[src/rtl/cpu_pkg.sv]
// Shared CPU definitions: arbiter state encoding and SRAM geometry.
package cpu_pkg;

  typedef enum logic [1:0] {
    ST_IDLE    = 2'd0,
    ST_FETCH   = 2'd1,
    ST_DATA_RD = 2'd2,
    ST_DATA_WR = 2'd3
  } arb_state_t;

  localparam int IMEM_WORDS   = 256;
  localparam int ARB_STREAK_W = 4;

endpackage

[src/rtl/imem_port_arbiter_if.sv]
// Requester-side bundle of the SRAM port arbiter: fetch and load/store channels.
interface imem_port_arbiter_if #(parameter int ADDR_W = 10) ();
  // Handshake: a requester holds req and its fields stable until the cycle its gnt is high;
  // read data returns with rvalid exactly one cycle after that grant; rdata is valid only with rvalid.
  logic              fetch_req;
  logic [ADDR_W-1:0] fetch_addr;
  logic              fetch_gnt;
  logic              fetch_stall;
  logic              fetch_rvalid;
  logic [31:0]       fetch_rdata;

  logic              data_req;
  logic              data_we;
  logic [ADDR_W-1:0] data_addr;
  logic [31:0]       data_wdata;
  logic [3:0]        data_be;
  logic              data_gnt;
  logic              data_rvalid;
  logic [31:0]       data_rdata;

  modport master (
    output fetch_req, fetch_addr, data_req, data_we, data_addr, data_wdata, data_be,
    input  fetch_gnt, fetch_stall, fetch_rvalid, fetch_rdata, data_gnt, data_rvalid, data_rdata
  );

  modport slave (
    input  fetch_req, fetch_addr, data_req, data_we, data_addr, data_wdata, data_be,
    output fetch_gnt, fetch_stall, fetch_rvalid, fetch_rdata, data_gnt, data_rvalid, data_rdata
  );
endinterface

[src/rtl/arb_streak_counter.sv]
// Saturating count of consecutive data grants taken while fetch was waiting.
module arb_streak_counter
  import cpu_pkg::*;
#(
  parameter int MAX = 3
) (
  input  logic                    clk,
  input  logic                    rst_n,
  input  logic                    inc,
  input  logic                    clr,
  output logic [ARB_STREAK_W-1:0] count,
  output logic                    at_max
);

  localparam logic [ARB_STREAK_W-1:0] MAX_V = ARB_STREAK_W'(MAX);

  assign at_max = (count == MAX_V);

  always_ff @(posedge clk or negedge rst_n) begin
    if (!rst_n) begin
      count <= '0;
    end else if (clr) begin
      count <= '0;
    end else if (inc && !at_max) begin
      count <= count + 1'b1;
    end
  end

endmodule

[src/rtl/imem_port_arbiter.sv]
// Single-port SRAM arbiter between fetch and load/store; the fetch-starvation
// limiter is built only when IMEM_ARB_STARVE_GUARD_EN is defined.
module imem_port_arbiter
  import cpu_pkg::*;
#(
  parameter int ADDR_W          = 10,
  parameter int MAX_DATA_STREAK = 3
) (
  input  logic                    clk,
  input  logic                    rst_n,
  imem_port_arbiter_if.slave      bus,
  output logic                    mem_en,
  output logic [3:0]              mem_we,
  output logic [ADDR_W-3:0]       mem_addr,
  output logic [31:0]             mem_wdata,
  input  logic [31:0]             mem_rdata,
  output arb_state_t              state,
  output logic [ARB_STREAK_W-1:0] streak
);

  if (MAX_DATA_STREAK < 1 || MAX_DATA_STREAK > 15) begin : g_bad_streak
    $error("MAX_DATA_STREAK must be within 1..15");
  end

  arb_state_t next_state;
  logic       fetch_win;
  logic       data_win;
  logic       at_max;
  logic       unused_addr_lsbs;

  assign unused_addr_lsbs = ^{bus.fetch_addr[1:0], bus.data_addr[1:0]};

`ifdef IMEM_ARB_STARVE_GUARD_EN
  arb_streak_counter #(.MAX(MAX_DATA_STREAK)) u_streak (
    .clk    (clk),
    .rst_n  (rst_n),
    .inc    (bus.data_gnt & bus.fetch_req),
    .clr    (bus.fetch_gnt | ~bus.fetch_req),
    .count  (streak),
    .at_max (at_max)
  );
`else
  assign at_max = 1'b0;
  assign streak = '0;
`endif

  // Data wins a conflict unless fetch has already waited through a full streak.
  always_comb begin
    fetch_win = 1'b0;
    data_win  = 1'b0;
    if (bus.data_req && !(bus.fetch_req && at_max)) begin
      data_win = 1'b1;
    end else if (bus.fetch_req) begin
      fetch_win = 1'b1;
    end
  end

  // Grants are forced low throughout reset so nothing reaches the SRAM.
  assign bus.fetch_gnt   = fetch_win & rst_n;
  assign bus.data_gnt    = data_win & rst_n;
  assign bus.fetch_stall = bus.fetch_req & ~bus.fetch_gnt;

  assign mem_en    = bus.fetch_gnt | bus.data_gnt;
  assign mem_we    = (bus.data_gnt && bus.data_we) ? bus.data_be : 4'b0000;
  assign mem_addr  = bus.data_gnt ? bus.data_addr[ADDR_W-1:2] : bus.fetch_addr[ADDR_W-1:2];
  assign mem_wdata = bus.data_wdata;

  always_comb begin
    next_state = ST_IDLE;
    if (bus.data_gnt) begin
      next_state = bus.data_we ? ST_DATA_WR : ST_DATA_RD;
    end else if (bus.fetch_gnt) begin
      next_state = ST_FETCH;
    end
  end

  always_ff @(posedge clk or negedge rst_n) begin
    if (!rst_n) begin
      state <= ST_IDLE;
    end else begin
      state <= next_state;
    end
  end

  assign bus.fetch_rvalid = (state == ST_FETCH);
  assign bus.data_rvalid  = (state == ST_DATA_RD);
  assign bus.fetch_rdata  = mem_rdata;
  assign bus.data_rdata   = mem_rdata;

endmodule

[src/flat_wrapper.sv]
// flat-port wrapper written by rule: the top's interface ports become plain ports
module imem_port_arbiter_flat import cpu_pkg::*;
#(
  parameter int ADDR_W          = 10,
  parameter int MAX_DATA_STREAK = 3
)
  (clk, rst_n, mem_en, mem_we, mem_addr, mem_wdata, mem_rdata, state, streak, bus_fetch_req, bus_fetch_addr, bus_data_req, bus_data_we, bus_data_addr, bus_data_wdata, bus_data_be, bus_fetch_gnt, bus_fetch_stall, bus_fetch_rvalid, bus_fetch_rdata, bus_data_gnt, bus_data_rvalid, bus_data_rdata);
  imem_port_arbiter_if #(.ADDR_W(ADDR_W)) bus_i ();
  input  logic clk;
  input  logic rst_n;
  output logic mem_en;
  output logic [3:0] mem_we;
  output logic [ADDR_W-3:0] mem_addr;
  output logic [31:0] mem_wdata;
  input  logic [31:0] mem_rdata;
  output arb_state_t state;
  output logic [ARB_STREAK_W-1:0] streak;
  input wire logic [$bits(bus_i.fetch_req)-1:0] bus_fetch_req;
  input wire logic [$bits(bus_i.fetch_addr)-1:0] bus_fetch_addr;
  input wire logic [$bits(bus_i.data_req)-1:0] bus_data_req;
  input wire logic [$bits(bus_i.data_we)-1:0] bus_data_we;
  input wire logic [$bits(bus_i.data_addr)-1:0] bus_data_addr;
  input wire logic [$bits(bus_i.data_wdata)-1:0] bus_data_wdata;
  input wire logic [$bits(bus_i.data_be)-1:0] bus_data_be;
  output wire logic [$bits(bus_i.fetch_gnt)-1:0] bus_fetch_gnt;
  output wire logic [$bits(bus_i.fetch_stall)-1:0] bus_fetch_stall;
  output wire logic [$bits(bus_i.fetch_rvalid)-1:0] bus_fetch_rvalid;
  output wire logic [$bits(bus_i.fetch_rdata)-1:0] bus_fetch_rdata;
  output wire logic [$bits(bus_i.data_gnt)-1:0] bus_data_gnt;
  output wire logic [$bits(bus_i.data_rvalid)-1:0] bus_data_rvalid;
  output wire logic [$bits(bus_i.data_rdata)-1:0] bus_data_rdata;
  assign bus_i.fetch_req = bus_fetch_req;
  assign bus_i.fetch_addr = bus_fetch_addr;
  assign bus_i.data_req = bus_data_req;
  assign bus_i.data_we = bus_data_we;
  assign bus_i.data_addr = bus_data_addr;
  assign bus_i.data_wdata = bus_data_wdata;
  assign bus_i.data_be = bus_data_be;
  assign bus_fetch_gnt = bus_i.fetch_gnt;
  assign bus_fetch_stall = bus_i.fetch_stall;
  assign bus_fetch_rvalid = bus_i.fetch_rvalid;
  assign bus_fetch_rdata = bus_i.fetch_rdata;
  assign bus_data_gnt = bus_i.data_gnt;
  assign bus_data_rvalid = bus_i.data_rvalid;
  assign bus_data_rdata = bus_i.data_rdata;
  imem_port_arbiter #(.ADDR_W(ADDR_W), .MAX_DATA_STREAK(MAX_DATA_STREAK)) u_core (.clk(clk), .rst_n(rst_n), .bus(bus_i), .mem_en(mem_en), .mem_we(mem_we), .mem_addr(mem_addr), .mem_wdata(mem_wdata), .mem_rdata(mem_rdata), .state(state), .streak(streak));
endmodule
[config.mk]
export PLATFORM = sky130hd
export DESIGN_NAME = imem_port_arbiter_flat
export DESIGN_NICKNAME = d
export VERILOG_FILES = /design/src/rtl/cpu_pkg.sv /design/src/rtl/imem_port_arbiter_if.sv /design/src/rtl/arb_streak_counter.sv /design/src/rtl/imem_port_arbiter.sv /design/src/flat_wrapper.sv
export SDC_FILE = /design/constraint.sdc
export NUM_CORES = 1
export LEC_CHECK = 0
export CAP_MARGIN = 20
export CORE_ASPECT_RATIO = 0.6
export CORE_MARGIN = 10
export CORE_UTILIZATION = 18
export CTS_CLUSTER_SIZE = 25
export DETAILED_ROUTE_END_ITERATION = 6
export PLACE_DENSITY = 0.81
export SYNTH_ARGS = -nofsm -noshare
export SYNTH_HDL_FRONTEND = slang
export SYNTH_SLANG_ARGS = --single-unit
[constraint.sdc]
create_clock -name clk -period 1.08 [get_ports clk]
set_input_delay 0.27 -clock clk [delete_from_list [all_inputs] [get_ports clk]]
set_output_delay 0.27 -clock clk [all_outputs]
set_load 0.02 [all_outputs]
==> results.txt, run 1 <==
The run finished, with violations left. The checks that failed: negative setup slack. The chip width came out at 115.7 um.

Setup repair after global routing could not meet its margin everywhere. Power spread over the standard cell area amounts to 782.0 nW/um^2. Counting flops and latches in the post-synthesis netlist gives 2. The number of antenna diodes in the final layout is 0. TritonCTS built the clock tree.

The number of input and output port buffers inserted came out at 44. The peak supply drop is 0.1969 mV. The critical path ends at mem_addr[3]. The wire length of the first global-routing pass came out at 4298 um. The sequential-to-total area share from yosys stat came out at 5.063%. The area of the die is 8952 sq um. Averaged over all synthesized cells, the footprint is 7.908 sq um. The slowest cell on the critical path is sky130_fd_sc_hd__mux2_4.

The largest single stage delay on the critical path is 0.31 ns. The number of hold violations in the final report is 0. The gate count of the mapped netlist came out at 125. The final design utilization came out at 18.12%.

The number of endpoints failing setup at the final stage came out at 17. The register with the most flip-flops in the final layout is u_core.state. In the routed layout, each cell is associated on average with a via count of 3.653.

Derived from the worst setup path, the maximum achievable clock frequency is 835.8 MHz. The HPWL after detailed placement is 2381 um. The signal on the critical path passes through buf_12 > nand2_8 > mux2_4 > buf_6. The congestion estimate from routability-driven global placement came to 0.6868. The area growth from synthesis to layout came out at -5.063%. In this run the remaining antenna-violating nets after routing total 0.

The placeable core area came out at 5180 sq um. The critical path startpoint is rst_n. The number of violations reported at the end of detailed-routing iteration 0 came out at 3. The clock transition at the registers of the reported paths came out at 0.03 ns.

Counting every sink on the clock net gives 2. The cell area after placement is 792.0 sq um. The count of TritonRoute iterations in the first routing pass came out at 2. The wire length reported by the detailed router is 3002 um. The count of synthesis-stage warnings from yosys came out at 0.

The min-delay analysis places its worst path in the category input pin to flip-flop. Data on the critical path arrives at its endpoint at 0.93 ns. The final instance area came out at 938.4 sq um. The number of nets in the final layout is 176.

For this block, the via count after detailed routing is 537. The final number of max-transition violations is 0. The detailed-route DRC error count is 0. Leaving out fill and tap cells, the most frequent cell in the layout is sky130_fd_sc_hd__dlygate4sd2_1.

The type of origin of the critical path is an input pin. The max capacitance violation total came out at 0. The worst-path maximum fanout came out at 5. The number of buffers added by the clock tree synthesis step came out at 3. The fraction of layout cells with a size suffix above 1 is 60.49%. The number of global-route vias before repair was 717. The worst setup path is captured at an output port. The maximum number of pins on one net before global-route repair came out at 7. Leaving out fill and tap cells, the most frequent cells in the layout are sky130_fd_sc_hd__dlygate4sd2_1 (20), sky130_fd_sc_hd__buf_6 (16), sky130_fd_sc_hd__mux2_4 (8). The summed instance area of the synthesized netlist is 988.4 sq um. The critical path start-end classification is input pin to output port.

For this configuration, the core starts out at a cell density of 19.08%. The global router's overall resource usage came out at 6.287%. The flip-flop count of the largest register, all copies and words added came out at 2. The number of cell rows is 20. The initial antenna violation count is 0. The die is 77.40 um tall. The final sum of negative setup slack came out at -1.148 ns. 213 I/O pins were placed.

The setup slack of the critical path after layout is -0.1164 ns. Subtracting the final worst setup slack from the clock period gives 1.196 ns. The portion of synthesized cell area occupied by the leading cell type came out at 75.95%. Power comes to 733.8 uW. Dividing the detail-routed wire length by the instance count gives 20.42 um. The dominant cell type by area after synthesis is sky130_fd_sc_hd__buf_4. The largest registers in the layout are u_core.state x2. Synthesis instantiated 11 different standard cells from the library.

The leftover overflow at the end of global routing is 0. The required time of the critical path is 0.81 ns. The final clock period utilization by the worst path is 110.8%. The clock root buffer is sky130_fd_sc_hd__clkbuf_8. The cell leakage power is 0.4668 nW. The maximum buffer depth of the clock tree came out at 2. The H-tree level count came out at 1. By area the synthesized netlist is led by sky130_fd_sc_hd__buf_4 (76%), sky130_fd_sc_hd__mux2_2 (9.1%), sky130_fd_sc_hd__dfrtp_1 (5.1%).
==> what timing repair did <==
action,in CTS,in global routing
endpoints found under the setup margin,20,18
setup buffers,2,0
gates resized for setup,175,6
gates cloned,1,0
hold buffers,0,1
pin swaps,4,2
endpoints found under the hold margin,0,2
==> synth_stat cells <==
cell	number
sky130_fd_sc_hd__and3_1	5
sky130_fd_sc_hd__mux2_2	8
sky130_fd_sc_hd__nor2b_1	3
sky130_fd_sc_hd__dfrtp_1	2
sky130_fd_sc_hd__mux2i_1	1
sky130_fd_sc_hd__o21a_1	1
sky130_fd_sc_hd__nand2_4	1
sky130_fd_sc_hd__conb_1	1
sky130_fd_sc_hd__inv_1	2
sky130_fd_sc_hd__a21boi_0	1
sky130_fd_sc_hd__buf_4	100
==> critical path, delay by kind of cell <==
kind | cells | cell delay (ns)
buffers and inverters | 2 | 0.25
multiplexers | 1 | 0.31
AND/OR/NAND/NOR | 1 | 0.09
==> worst min path at each step <==
stage / startpoint / end / slack, ns / cells past startpoint
after floorplan: rst_n / u_core.state[0] / -0.03 / 0
after global placement: bus_data_wdata[10] / mem_wdata[10] / 0.54 / 0
after detailed placement: bus_data_wdata[10] / mem_wdata[10] / 0.54 / 0
after CTS: rst_n / u_core.state[0] / 0.02 / 2
after global routing: rst_n / u_core.state[1] / 0.37 / 3
final: rst_n / u_core.state[1] / 0.36 / 3
==> cell families (layout without fill, tap and decap cells) <==
group	after synthesis	count (layout)	synth area share, %
AND/OR/NAND/NOR	9	10	6.203
buffers and inverters	102	54	76.71
AO/OA/AOI/OAI	2	2	1.520
flip-flops	2	2	5.063
multiplexers	9	9	10.13
other	1	4	0.3794
==> power breakdown <==
group	leakage [nW]	internal, mW	switching (mW)
Clock	0.0216	0.235	0.0539
Combinational	0.419	0.198	0.165
Sequential	0.0258	0.0799	0.00235
==> stage by stage <==
| step | hold slack, ns | std cells | setup slack (ns) |
|---|---|---|---|
| after floorplan | -0.02559 | 128 | -0.008398 |
| after global placement | 0.5401 | 140 | -1.112 |
| after detailed placement | 0.5401 | 140 | -1.164 |
| after CTS | 0.01519 | 146 | -0.1205 |
| after global routing | 0.3725 | 147 | -0.1368 |
| final | 0.3575 | 147 | -0.1164 |
==> layer usage <==
| layer | routed length, um | global-route usage (%) | vias up |
|---|---|---|---|
| met5 | 0 | 0 | - |
| met4 | 24 | 2.114 | 0 |
| met3 | 852 | 9.293 | 6 |
| met2 | 1262 | 7.627 | 117 |
| met1 | 862 | 5.507 | 215 |
| li1 | - | - | 199 |
==> layout make-up <==
class / count / area, sq um
Fill cell: 574 / 4242
Timing Repair Buffer: 49 / 476.7
Multi-Input combinational cell: 25 / 275.3
Tap cell: 66 / 82.58
Sequential cell: 2 / 50.05
Clock buffer: 3 / 41.29
Inverter: 2 / 12.51
No activity file was read; power rests on OpenSTA's default activity.
==> inputs of run 2 (changes only) <==
CORE_MARGIN = unset   (was 10)
==> results.txt, run 2 (synthesized netlist as in run 1, its figures left out) <==
The mean number of vias per cell was 3.719 (was 3.653). The peak supply drop came to 0.2052 mV (was 0.1969 mV). Highest-count cells in the layout ignoring fill and taps: sky130_fd_sc_hd__dlygate4sd2_1 (20), sky130_fd_sc_hd__buf_6 (19), sky130_fd_sc_hd__mux2_4 (8) (was sky130_fd_sc_hd__dlygate4sd2_1 (20), sky130_fd_sc_hd__buf_6 (16), sky130_fd_sc_hd__mux2_4 (8)). The area growth from synthesis to layout came out at -6.329% (was -5.063%). The number of cell rows came to 20 (unchanged).

The final clock period utilization by the worst path is 110.7% (was 110.8%). The time the worst path needs with I/O delays and setup came to 1.196 ns (about the same). The area of the die came out at 5801 sq um (was 8952 sq um).

The wire length reported by the detailed router was 2272 um (was 3002 um). The final standard cell count with taps included and fillers excluded is 146 (was 147). The final number of max-transition violations was 0 (unchanged). The final sum of negative setup slack came out at -1.304 ns (was -1.148 ns). The clock power share is 39.8% (was 39.4%). The part of the total power dissipated in combinational logic came out at 48.7% (was 49.4%). The CTS tree is yes (unchanged). The type of origin of the critical path was an input pin (unchanged).

The maximum number of pins on one net before global-route repair is 7 (unchanged). The H-tree level count is 1 (unchanged). The chip width is 97.67 um (was 115.7 um). The leading cell type in the layout, fill and taps excluded was sky130_fd_sc_hd__dlygate4sd2_1 (unchanged).

The post-CTS setup-driven buffer insertion count came to 0 (was 2). The max capacitance violation total is 0 (unchanged). Result of the run: finished, violations left (unchanged). The final total power is 728.5 uW (was 733.8 uW). The required time of the critical path came out at 0.81 ns (about the same). The critical path capture point type is an output port (unchanged). The path category of the worst min-delay check is input pin to asynchronous set/reset pin (was input pin to flip-flop).

The maximum clock frequency came out at 836.4 MHz (was 835.8 MHz). The number of violations reported at the end of detailed-routing iteration 0 came out at 13 (was 3). The internal power came out at 510.6 uW (was 512.8 uW). The clock net sink count is 2 (unchanged). The number of vias after detailed routing was 543 (was 537). The part of the power in registers came out at 11.4% (was 11.2%). The initial cell density of the core is 19.08% (unchanged). The power per cell area came out at 786.8 nW/um^2 (was 782.0 nW/um^2).

The number of hold violations in the final report is 0 (unchanged). The last weighted congestion value of the routability-driven placer was 0.5879 (was 0.6868). The count of TritonRoute iterations in the first routing pass is 5 (was 2).

The count of antenna diodes in the layout came to 0 (unchanged). The number of buffers added by the clock tree synthesis step is 3 (unchanged). The number of input and output port buffers inserted was 44 (unchanged). Largest registers: u_core.state x2 (unchanged). Setup repair after global routing missed its margin: yes (unchanged).

The final design utilization is 17.87% (was 18.12%). The wire length of the first global-routing pass is 3029 um (was 4298 um). The number of primary I/O pins is 213 (unchanged).

The number of global-route vias before repair came out at 551 (was 717). The number of placed instances, taps included came out at 142 (was 140). The number of inserted filler cells in the final layout came to 572 (was 574). The flip-flop count of the largest register, all copies and words added came out at 2 (unchanged). The leftover overflow at the end of global routing is 0 (unchanged). The critical path start-end classification was input pin to output port (unchanged). Failing checks: design-rule violations, negative setup slack (was negative setup slack). The detailed-route DRC error count was 4 (was 0).

The switching share of power is 29.91% (was 30.11%). The maximum buffer depth of the clock tree came to 2 (unchanged). The number of nets in the final layout is 175 (was 176). The worst-path maximum fanout came to 4 (was 5). The cell leakage power is 0.4612 nW (was 0.4668 nW). The fraction of layout cells with a size suffix above 1 came out at 60.00% (was 60.49%). The clock transition at the registers of the reported paths came out at 0.03 ns (about the same).

The worst endpoint data arrival time is 0.93 ns (about the same). The setup slack of the critical path after layout was -0.1156 ns (was -0.1164 ns). The die boundary height is 59.40 um (was 77.40 um). The net switching power of the design came out at 217.9 uW (was 221.0 uW). The initial antenna violation count is 0 (unchanged). The number of endpoints failing setup at the final stage came out at 18 (was 17). The clock root buffer is sky130_fd_sc_hd__clkbuf_8 (unchanged). The register bank with the most flops was u_core.state (unchanged). The HPWL after detailed placement is 1799 um (was 2381 um). The average detailed-routed wire length per instance came out at 15.56 um (was 20.42 um). The hold-fix buffer count after cts is 0 (unchanged). The antenna violation net count after detailed routing is 0 (unchanged). The global router's overall resource usage is 7.368% (was 6.287%). The placeable core area came out at 5180 sq um (unchanged).
-- run 2: cell types whose count changed in the layout (fill, tap and decap cells not counted), sizes merged --
cell and change:
dlygate4sd3 -1
-- run 2: routing by layer --
layer | wire length [um] | part of all wire [%] | GRT usage [%]
met5 | 53 | 2.3 | 6.838
met3 | 632 | 28 | 11.79
met4 | 17 | 0.75 | 2.814
met2 | 829 | 36 | 7.092
met1 | 739 | 33 | 6.447
-- run 2: final cells by class --
type	count	area, sq um	area share, %
multi-input cells	25	275.3	29.73
repair buffers	48	466.7	50.41
well taps	66	82.58	8.919
inverters	2	10.01	1.081
flip-flops and latches	2	50.05	5.405
clock buffers	3	41.29	4.459
-- run 2: worst max-delay path: stages --
cell and delay, ns:
sky130_fd_sc_hd__buf_6 0.12, sky130_fd_sc_hd__nand2_8 0.09, sky130_fd_sc_hd__mux2_4 0.30, sky130_fd_sc_hd__buf_6 0.13
-- run 2: what timing repair did --
| action | CTS | global route |
|---|---|---|
| gates cloned | 1 | 0 |
| pin swaps | 4 | 0 |
| gates resized for setup | 171 | 6 |
| setup endpoints to repair | 21 | 19 |
-- run 2: power groups by stage --
stage | Clock, mW | Combinational, mW | Sequential, mW
2_1_floorplan | 0 | 0.647 | 0.0887
3_3_place_gp | 0 | 0.323 | 0.0833
3_5_place_dp | 0 | 0.325 | 0.0838
4_1_cts | 0.300 | 0.351 | 0.0835
5_1_grt | 0.312 | 0.375 | 0.0840
6_report | 0.290 | 0.355 | 0.0834
-- run 2: path summary, 6_finish.rpt --
kind | cells past startpoint | to | start | slack, ns
worst max-delay path | 4 | mem_addr[1] | rst_n | -0.12
worst min-delay path | 2 | u_core.state[0] | rst_n | 0.02
max in group asynchronous | 2 | u_core.state[1] | rst_n | 0.95
min in group clk | 3 | u_core.state[1] | bus_data_req | 0.36
-- run 2: per-stage QoR --
| step | setup slack, ns | hold slack (ns) | area [sq um] |
|---|---|---|---|
| floorplan | -0.008398 | -0.02559 | 1005 |
| global route | -0.1311 | 0.01755 | 925.9 |
| detailed placement | -1.072 | 0.5401 | 807.0 |
| finish | -0.1156 | 0.02093 | 925.9 |
| CTS | -0.1202 | 0.009360 | 914.6 |
| global placement | -1.030 | 0.5401 | 807.0 |
